--- src/rtl/dpad_event_conditioner.sv ---
// D-pad front end: per-button 2-flop synchronizer and debouncer, registered release
// pulses, priority-encoded release event and a saturating idle timeout.
module dpad_event_conditioner #(
    parameter int DEBOUNCE_CYCLES = 50000,
    parameter int DB_W            = 16,
    parameter int TIMEOUT_BITS    = 25
) (
    input  logic       clk,
    input  logic       reset_,
    input  logic       up_,
    input  logic       down_,
    input  logic       left_,
    input  logic       right_,
    output logic [3:0] pressed,
    output logic       up_released,
    output logic       down_released,
    output logic       left_released,
    output logic       right_released,
    output logic       event_valid,
    output logic [1:0] event_code,
    output logic       event_multi,
    output logic       idle_timeout
);

    logic [3:0] raw;
    logic [3:0] fall;
    logic [3:0] rel;
    logic [1:0] code_next;
    logic [TIMEOUT_BITS-1:0] idle_reg;

    assign raw = {right_, left_, down_, up_};

    genvar gi;
    generate
        for (gi = 0; gi < 4; gi++) begin : g_btn
            logic            sync1_reg;
            logic            sync2_reg;
            logic            db_reg;
            logic            db_d_reg;
            logic            rel_reg;
            logic [DB_W-1:0] cnt_reg;
            logic            sampled;

            assign sampled = ~sync2_reg;

            always_ff @(posedge clk or negedge reset_) begin
                if (!reset_) begin
                    sync1_reg <= 1'b1;
                    sync2_reg <= 1'b1;
                    db_reg    <= 1'b0;
                    db_d_reg  <= 1'b0;
                    rel_reg   <= 1'b0;
                    cnt_reg   <= '0;
                end else begin
                    sync1_reg <= raw[gi];
                    sync2_reg <= sync1_reg;
                    db_d_reg  <= db_reg;
                    rel_reg   <= db_d_reg & ~db_reg;
                    if (sampled != db_reg) begin
                        if (cnt_reg == DB_W'(DEBOUNCE_CYCLES - 1)) begin
                            db_reg  <= sampled;
                            cnt_reg <= '0;
                        end else begin
                            cnt_reg <= cnt_reg + DB_W'(1);
                        end
                    end else begin
                        cnt_reg <= '0;
                    end
                end
            end

            // Falling edge of the debounced level, one cycle late so the pulse
            // and the event outputs are registered together.
            assign fall[gi]    = db_d_reg & ~db_reg;
            assign pressed[gi] = db_reg;
            assign rel[gi]     = rel_reg;
        end
    endgenerate

    assign up_released    = rel[0];
    assign down_released  = rel[1];
    assign left_released  = rel[2];
    assign right_released = rel[3];

    always_comb begin
        code_next = 2'd0;
        for (int i = 3; i >= 0; i--) begin
            if (fall[i]) code_next = 2'(i);
        end
    end

    always_ff @(posedge clk or negedge reset_) begin
        if (!reset_) begin
            event_valid <= 1'b0;
            event_code  <= 2'd0;
            event_multi <= 1'b0;
        end else begin
            event_valid <= |fall;
            event_multi <= |(fall & (fall - 4'd1));
            if (|fall) event_code <= code_next;
        end
    end

    // Only releases restart the idle count; presses leave it running.
    always_ff @(posedge clk or negedge reset_) begin
        if (!reset_) begin
            idle_reg <= '0;
        end else if (event_valid) begin
            idle_reg <= '0;
        end else if (!(&idle_reg)) begin
            idle_reg <= idle_reg + TIMEOUT_BITS'(1);
        end
    end

    assign idle_timeout = &idle_reg;

endmodule
--- config.mk ---
export PLATFORM = sky130hd
export DESIGN_NAME = dpad_event_conditioner
export DESIGN_NICKNAME = d
export VERILOG_FILES = /design/src/rtl/dpad_event_conditioner.sv
export SDC_FILE = /design/constraint.sdc
export NUM_CORES = 1
export LEC_CHECK = 0
export ABC_CLOCK_PERIOD_IN_PS = 4500
export BUFFER_PORTS_ARGS = -buffer_cell sky130_fd_sc_hd__buf_2
export CAP_MARGIN = 20
export CORE_MARGIN = 4
export CORE_UTILIZATION = 66
export DETAILED_ROUTE_END_ITERATION = 16
export GPL_TIMING_DRIVEN = 0
export PLACE_DENSITY = 0.82
export SLEW_MARGIN = 0
export SYNTH_ARGS = -nofsm -noshare
export SYNTH_HDL_FRONTEND = slang
export SYNTH_SLANG_ARGS = --single-unit
--- constraint.sdc ---
create_clock -name clk -period 4.5 [get_ports clk]
set_clock_uncertainty 0.05 [all_clocks]
set_input_delay 0.225 -clock clk [delete_from_list [all_inputs] [get_ports clk]]
set_output_delay 0.225 -clock clk [all_outputs]
set_load 0.05 [all_outputs]
==> reports/metrics.yaml, run 1 <==
setup_violations: 0
finalCriticalPeriod_ps: 2690
drtPass1Iterations: 5
status: "finished clean"
grt_start_max_net_pins: 72
drv_cap: 0
ios: 19
synth_area_um2: 5150
min_period_over_period: 0.598
power.density_nw_per_um2: 394
startpoint: "idle_reg[0]$_DFFE_PN0P_"
wl_per_cell_um: 15.1
drive_gt1_frac: 0.126
antenna_found_initial: 0
ys_types: 45
final_net_count: 563
place_area_um2: 5400
ys_ff_latch: 113
cts_buffers: 17
reg2regPathDepth: 7
drt_iter0_markers: 179
crit_family: "simple AND/OR/NAND/NOR gates"
place_ws_ps: 2370
io_buffers: 18
coreArea_um2: 7410
crit_fanout: 10
overflow: 0
worst_pin_slew_ps: 528
hold_viol: 0
synth_cells: 509
clkSinkCount: 113
slowest_stage: "dfrtp_1"
largest_reg_flops: 64
path_cells: "ha_1 > inv_1 > nor4b_2 > and3_4 > buf_6 > buf_2"
dieArea_um2: 9290
cts.htree.levels: 4
slew_headroom: 0.648
syn_to_final_growth_pct: 16.9
clkLatencyLatePin_ps: 510
rsz0062_at_grt: "false"
p_leak_nw: 2.64
dpl.cell_count: 627
async_flop_share: 1.00
antenna_left: 0
post-route-drc-count: 0
synth_warnings: 0
grt_util_all_layers: 0.243
vias: 3816
rr_endpoint: "idle_reg[1]$_DFFE_PN0P_"
routabilityCongestion: 0.838
setup_tns_ps: 0
fin_cells: 664
crit_type: "flop to output pin"
end_kind: "output pin"
wl_mm: 10.1
r2r-start: "idle_reg[0]$_DFFE_PN0P_"
finalPower_mw: 2.37
setup_ws_ps: 1810
cp.required_ps: 4220
max_freq_mhz: 371
utilization: 0.814
grt_pass1_wl_mm: 17.2
rrSetupSlack_ps: 2380
cp.arrival_ps: 2420
ir_drop_mv: 0.293
grt_pass1_vias: 3854
n_fill_cell: 419
clock_path_buffers: 2
worst_path_largest_cell_delay_ps: 410
hold_ws_ps: 201
min_path_type: "primary input to async pin"
cp.buffers_inverters: 3
die_h_um: 96.4
synth-edff-count: 0
cts.clk_slew.worst_paths_ps: 50
slew_violations: 0
fp.dieW_um: 96.4
startpoint_type: "flop"
viasPerCell: 5.75
start_util: 0.696
cts_tree: "done"
synth_area_per_cell_um2: 10.1
hpwl_mm: 6.41
synth_nets: 520
cts_root_buffer: "clkbuf_8"
design_area_um2: 6030
num_antenna_cells: 0
synthFlopType: "dfrtp_1"
num_rows: 31
ys_seq_area_frac: 0.550
[cell usage in the layout (no fill, tap or decap), drive strengths merged]
cell type / instances
a21boi: 1
a21oi: 9
a311oi: 1
a31oi: 3
and2: 1
and3: 20
and4: 2
buf: 27
bufinv: 2
clkbuf: 28
clkinv: 3
clkinvlp: 4
dfrtp: 105
dfstp: 8
dlygate4sd3: 5
ha: 5
inv: 12
mux2: 1
mux2i: 2
nand2: 36
nand2b: 3
nand3: 30
nand4: 18
nand4bb: 1
nor2: 103
nor2b: 3
nor3: 24
nor3b: 1
nor4: 3
nor4b: 5
o2111ai: 2
o211ai: 3
o21ai: 9
o31a: 1
o31ai: 3
or2: 1
or3: 3
or4: 3
xnor2: 55
xor2: 19
[worst max-delay path by stage]
stage                                endpoint  depth (start not counted)
6_report                         idle_timeout                          6
5_1_grt                          idle_timeout                          6
3_3_place_gp   g_btn[2].cnt_reg[13]$_DFF_PN0_                          1
2_1_floorplan         idle_reg[1]$_DFFE_PN0P_                          7
3_5_place_dp                     idle_timeout                          6
4_1_cts                          idle_timeout                          6
[metal layers]
metal	routed length, µm	share of wire	global-route usage	vias up
met5	0	0	0	-
met4	236	0.023	0.100	0
met3	536	0.053	0.0767	28
met2	5160	0.51	0.415	115
met1	4130	0.41	0.283	1861
li1	-	-	-	1812
[final cells by class]
| type | count | area (µm²) | share of cell area |
|---|---|---|---|
| tap | 99 | 124 | 0.0205 |
| multi-input combinational | 371 | 2190 | 0.364 |
| sequential | 113 | 2840 | 0.471 |
| inverter | 10 | 37.5 | 0.00623 |
| clock inverter | 11 | 130 | 0.0216 |
| timing repair buffer | 24 | 170 | 0.0282 |
| clock buffer | 21 | 449 | 0.0745 |
| buffer | 15 | 87.6 | 0.0145 |
[what timing repair did]
item,in CTS,in global routing
hold buffers,5,0
setup buffers,0,0
resized for setup,0,0
hold endpoints to repair,42,0
[cells in the mapped netlist, types with 4 or more instances]
| cell | n | area [µm²] |
|---|---|---|
| clkbuf_1 | 7 | 26.3 |
| nand4_1 | 18 | 113 |
| xnor2_1 | 55 | 482 |
| ha_1 | 5 | 62.6 |
| xor2_1 | 19 | 166 |
| dfstp_2 | 8 | 210 |
| buf_4 | 4 | 30.0 |
| o21ai_0 | 9 | 45.0 |
| inv_1 | 10 | 37.5 |
| and3_1 | 17 | 106 |
| nor4b_1 | 4 | 35.0 |
| nand2_1 | 36 | 135 |
| nand3_1 | 30 | 150 |
| a21oi_1 | 9 | 45.0 |
| nor3_1 | 24 | 120 |
| nor2_1 | 102 | 383 |
| dfrtp_1 | 105 | 2630 |
[cell families (layout without fill, tap and decap cells)]
logic type,after synthesis,after routing,share of synthesized area
buffers and inverters,25,81,0.0243
XOR/XNOR,74,74,0.126
AND/OR/NAND/NOR,257,257,0.243
AO/OA/AOI/OAI,32,32,0.0381
adder cells (fa/ha/maj),5,5,0.0121
multiplexers,3,3,0.00607
flip-flops,113,113,0.550
[report_power, final]
part           total [mW]  switching, mW  leakage [nW]  internal [mW]
clock network        1.28          0.460         0.271          0.819
registers            1.04        0.00797          1.53           1.03
logic              0.0530         0.0356         0.841         0.0174
total                2.37          0.504          2.64           1.87
(Power assumes the default switching activity.)
==> run 2, diff against run 1 <==
--- a/config.mk
+++ b/config.mk
@@ -5,14 +5,14 @@
 export SDC_FILE = /design/constraint.sdc
 export NUM_CORES = 1
 export LEC_CHECK = 0
-export ABC_CLOCK_PERIOD_IN_PS = 4500
+export ABC_CLOCK_PERIOD_IN_PS = 2800
 export BUFFER_PORTS_ARGS = -buffer_cell sky130_fd_sc_hd__buf_2
 export CAP_MARGIN = 20
 export CORE_MARGIN = 4
-export CORE_UTILIZATION = 66
+export CORE_UTILIZATION = 61
 export DETAILED_ROUTE_END_ITERATION = 16
 export GPL_TIMING_DRIVEN = 0
-export PLACE_DENSITY = 0.82
+export PLACE_DENSITY = 0.77
 export SLEW_MARGIN = 0
 export SYNTH_ARGS = -nofsm -noshare
 export SYNTH_HDL_FRONTEND = slang
==> constraint.sdc (replaced) <==
create_clock -name clk -period 2.8 [get_ports clk]
set_clock_uncertainty 0.05 [all_clocks]
set_input_delay 0.14 -clock clk [delete_from_list [all_inputs] [get_ports clk]]
set_output_delay 0.14 -clock clk [all_outputs]
set_load 0.05 [all_outputs]
==> run 2 against run 1 <==
First-iteration DRC count rose by 4.5%. Largest cell class unchanged. Wire length fell by 0.13%. Critical endpoint unchanged. Critical path depth unchanged. Critical path type unchanged.
==> reports/metrics.yaml, run 2 (synthesized netlist as in run 1, its figures left out) <==
die_h_um: 99.9
final_common_cell: "dfrtp_1"
post_cts_resize_count: 0
startpoint_type: "flop"
rrSetupSlack_ps: 760
cts.htree.levels: 4
wl_per_cell_um: 15.0
overflow: 0
end_kind: "output pin"
path_cells: "ha_1 > inv_1 > nor4b_2 > and3_4 > buf_6 > buf_2"
worst_pin_slew_ps: 882
post-route-drc-count: 0
drv_cap: 0
crit_family: "simple AND/OR/NAND/NOR gates"
mostFrequentLayoutCells: "dfrtp_1, nor2_1, xnor2_1, nand2_1, nand3_1"
multiInputGateArea_um2: 2190
cp.buffers_inverters: 3
worst_path_largest_cell_delay_ps: 390
grt_start_max_net_pins: 72
hold_viol: 0
grt_pass1_wl_mm: 17.6
cts_tree: "done"
antenna_found_initial: 0
ios: 19
crit_fanout: 10
rsz0062_at_grt: "false"
min_path_type: "primary input to flop"
setup_tns_ps: 0
fp.dieW_um: 99.9
r2r-start: "idle_reg[0]$_DFFE_PN0P_"
slew_headroom: 0.412
slew_violations: 0
clkSinkCount: 113
cts.clk_slew.worst_paths_ps: 60
cp.required_ps: 2610
antenna_left: 0
syn_to_final_growth_pct: 17.1
vias: 3757
finalCriticalPeriod_ps: 2570
hpwl_mm: 6.53
dieArea_um2: 9990
clkLatencyLatePin_ps: 510
coreArea_um2: 8220
cts_buffers: 17
drt_iter0_markers: 187
crit_type: "flop to output pin"
cp.arrival_ps: 2380
setup_ws_ps: 235
largest_reg_flops: 64
ir_drop_mv: 0.417
p_leak_nw: 2.63
num_antenna_cells: 0
n_fill_cell: 575
grt_pass1_vias: 3773
regArea_um2: 2840
rr_endpoint: "idle_reg[2]$_DFFE_PN0P_"
min_period_over_period: 0.916
setup_violations: 0
routabilityCongestion: 0.859
status: "finished clean"
wl_mm: 10.0
slowest_stage: "dfrtp_1"
grt_util_all_layers: 0.225
start_util: 0.627
holdPathStages: 2
clock_path_buffers: 2
num_rows: 33
min-delay-start: "right_"
cts_root_buffer: "clkbuf_8"
reg2regPathDepth: 7
place_ws_ps: 778
holdPathEnd: "g_btn[3].sync1_reg$_DFF_PN1_"
final_net_count: 563
viasPerCell: 5.61
io_buffers: 18
power.density_nw_per_um2: 635
drtPass1Iterations: 4
drive_gt1_frac: 0.129
max_freq_mhz: 390
## run 2: changes by cell type in the layout (fill, tap and decap cells not counted)
cell        previous run  this run
clkbuf_1               9         7
clkinv_2               1         0
clkinv_4               2         4
buf_16                 1         0
clkinvlp_4             4         6
buf_12                 0         1
clkbuf_8               3         2
## run 2: per-stage QoR
stage	hold slack [ps]	std cells	power, mW	util	cell area [µm²]
6_report	219	670	3.83	0.734	6030
5_1_grt	219	670	3.97	0.734	6030
4_1_cts	195	670	3.87	0.734	6030
3_5_place_dp	197	633	1.78	0.657	5400
3_3_place_gp	195	632	1.77	0.654	5380
2_1_floorplan	-206	509	1.73	-	5150
## run 2: worst max path at each step
| stage | from | to | slack, ps | cells after the start |
|---|---|---|---|---|
| CTS | idle_reg[0]$_DFFE_PN0P_ | idle_timeout | 200 | 6 |
| floorplan | idle_reg[0]$_DFFE_PN0P_ | idle_reg[1]$_DFFE_PN0P_ | 950 | 7 |
| global route | idle_reg[0]$_DFFE_PN0P_ | idle_timeout | 50 | 6 |
| finish | idle_reg[0]$_DFFE_PN0P_ | idle_timeout | 230 | 6 |
| global placement | reset_ | g_btn[2].cnt_reg[8]$_DFF_PN0_ | 290 | 1 |
| detailed placement | idle_reg[0]$_DFFE_PN0P_ | idle_timeout | 780 | 6 |
## run 2: cell type report
type	count	share of cell area
clock buffers	18	0.0709
clock inverters	14	0.0261
inverters	10	0.00622
multi-input cells	371	0.363
flip-flops and latches	113	0.470
plain buffers	15	0.0145
well taps	105	0.0218
repair buffers	24	0.0270
## run 2: what timing repair did
| item | 4_1_cts | 5_1_grt |
|---|---|---|
| buffers inserted | 0 | 0 |
| endpoints found under the hold margin | 66 | 0 |
| hold buffers | 5 | 0 |
## run 2: routing by layer
layer | up-vias | share of wire | global-route usage | wire (µm)
met5 | - | 0 | 0 | 0
met3 | 6 | 0.036 | 0.0730 | 357
met1 | 1874 | 0.44 | 0.290 | 4450
li1 | 1814 | - | - | -
met2 | 63 | 0.51 | 0.365 | 5170
met4 | 0 | 0.0068 | 0.0714 | 68
## run 2: where the power goes
group	switching, mW	internal (mW)	leakage, nW
combinational	0.0571	0.0270	0.838
sequential	0.0129	1.66	1.53
clock	0.780	1.30	0.266
total	0.850	2.98	2.63
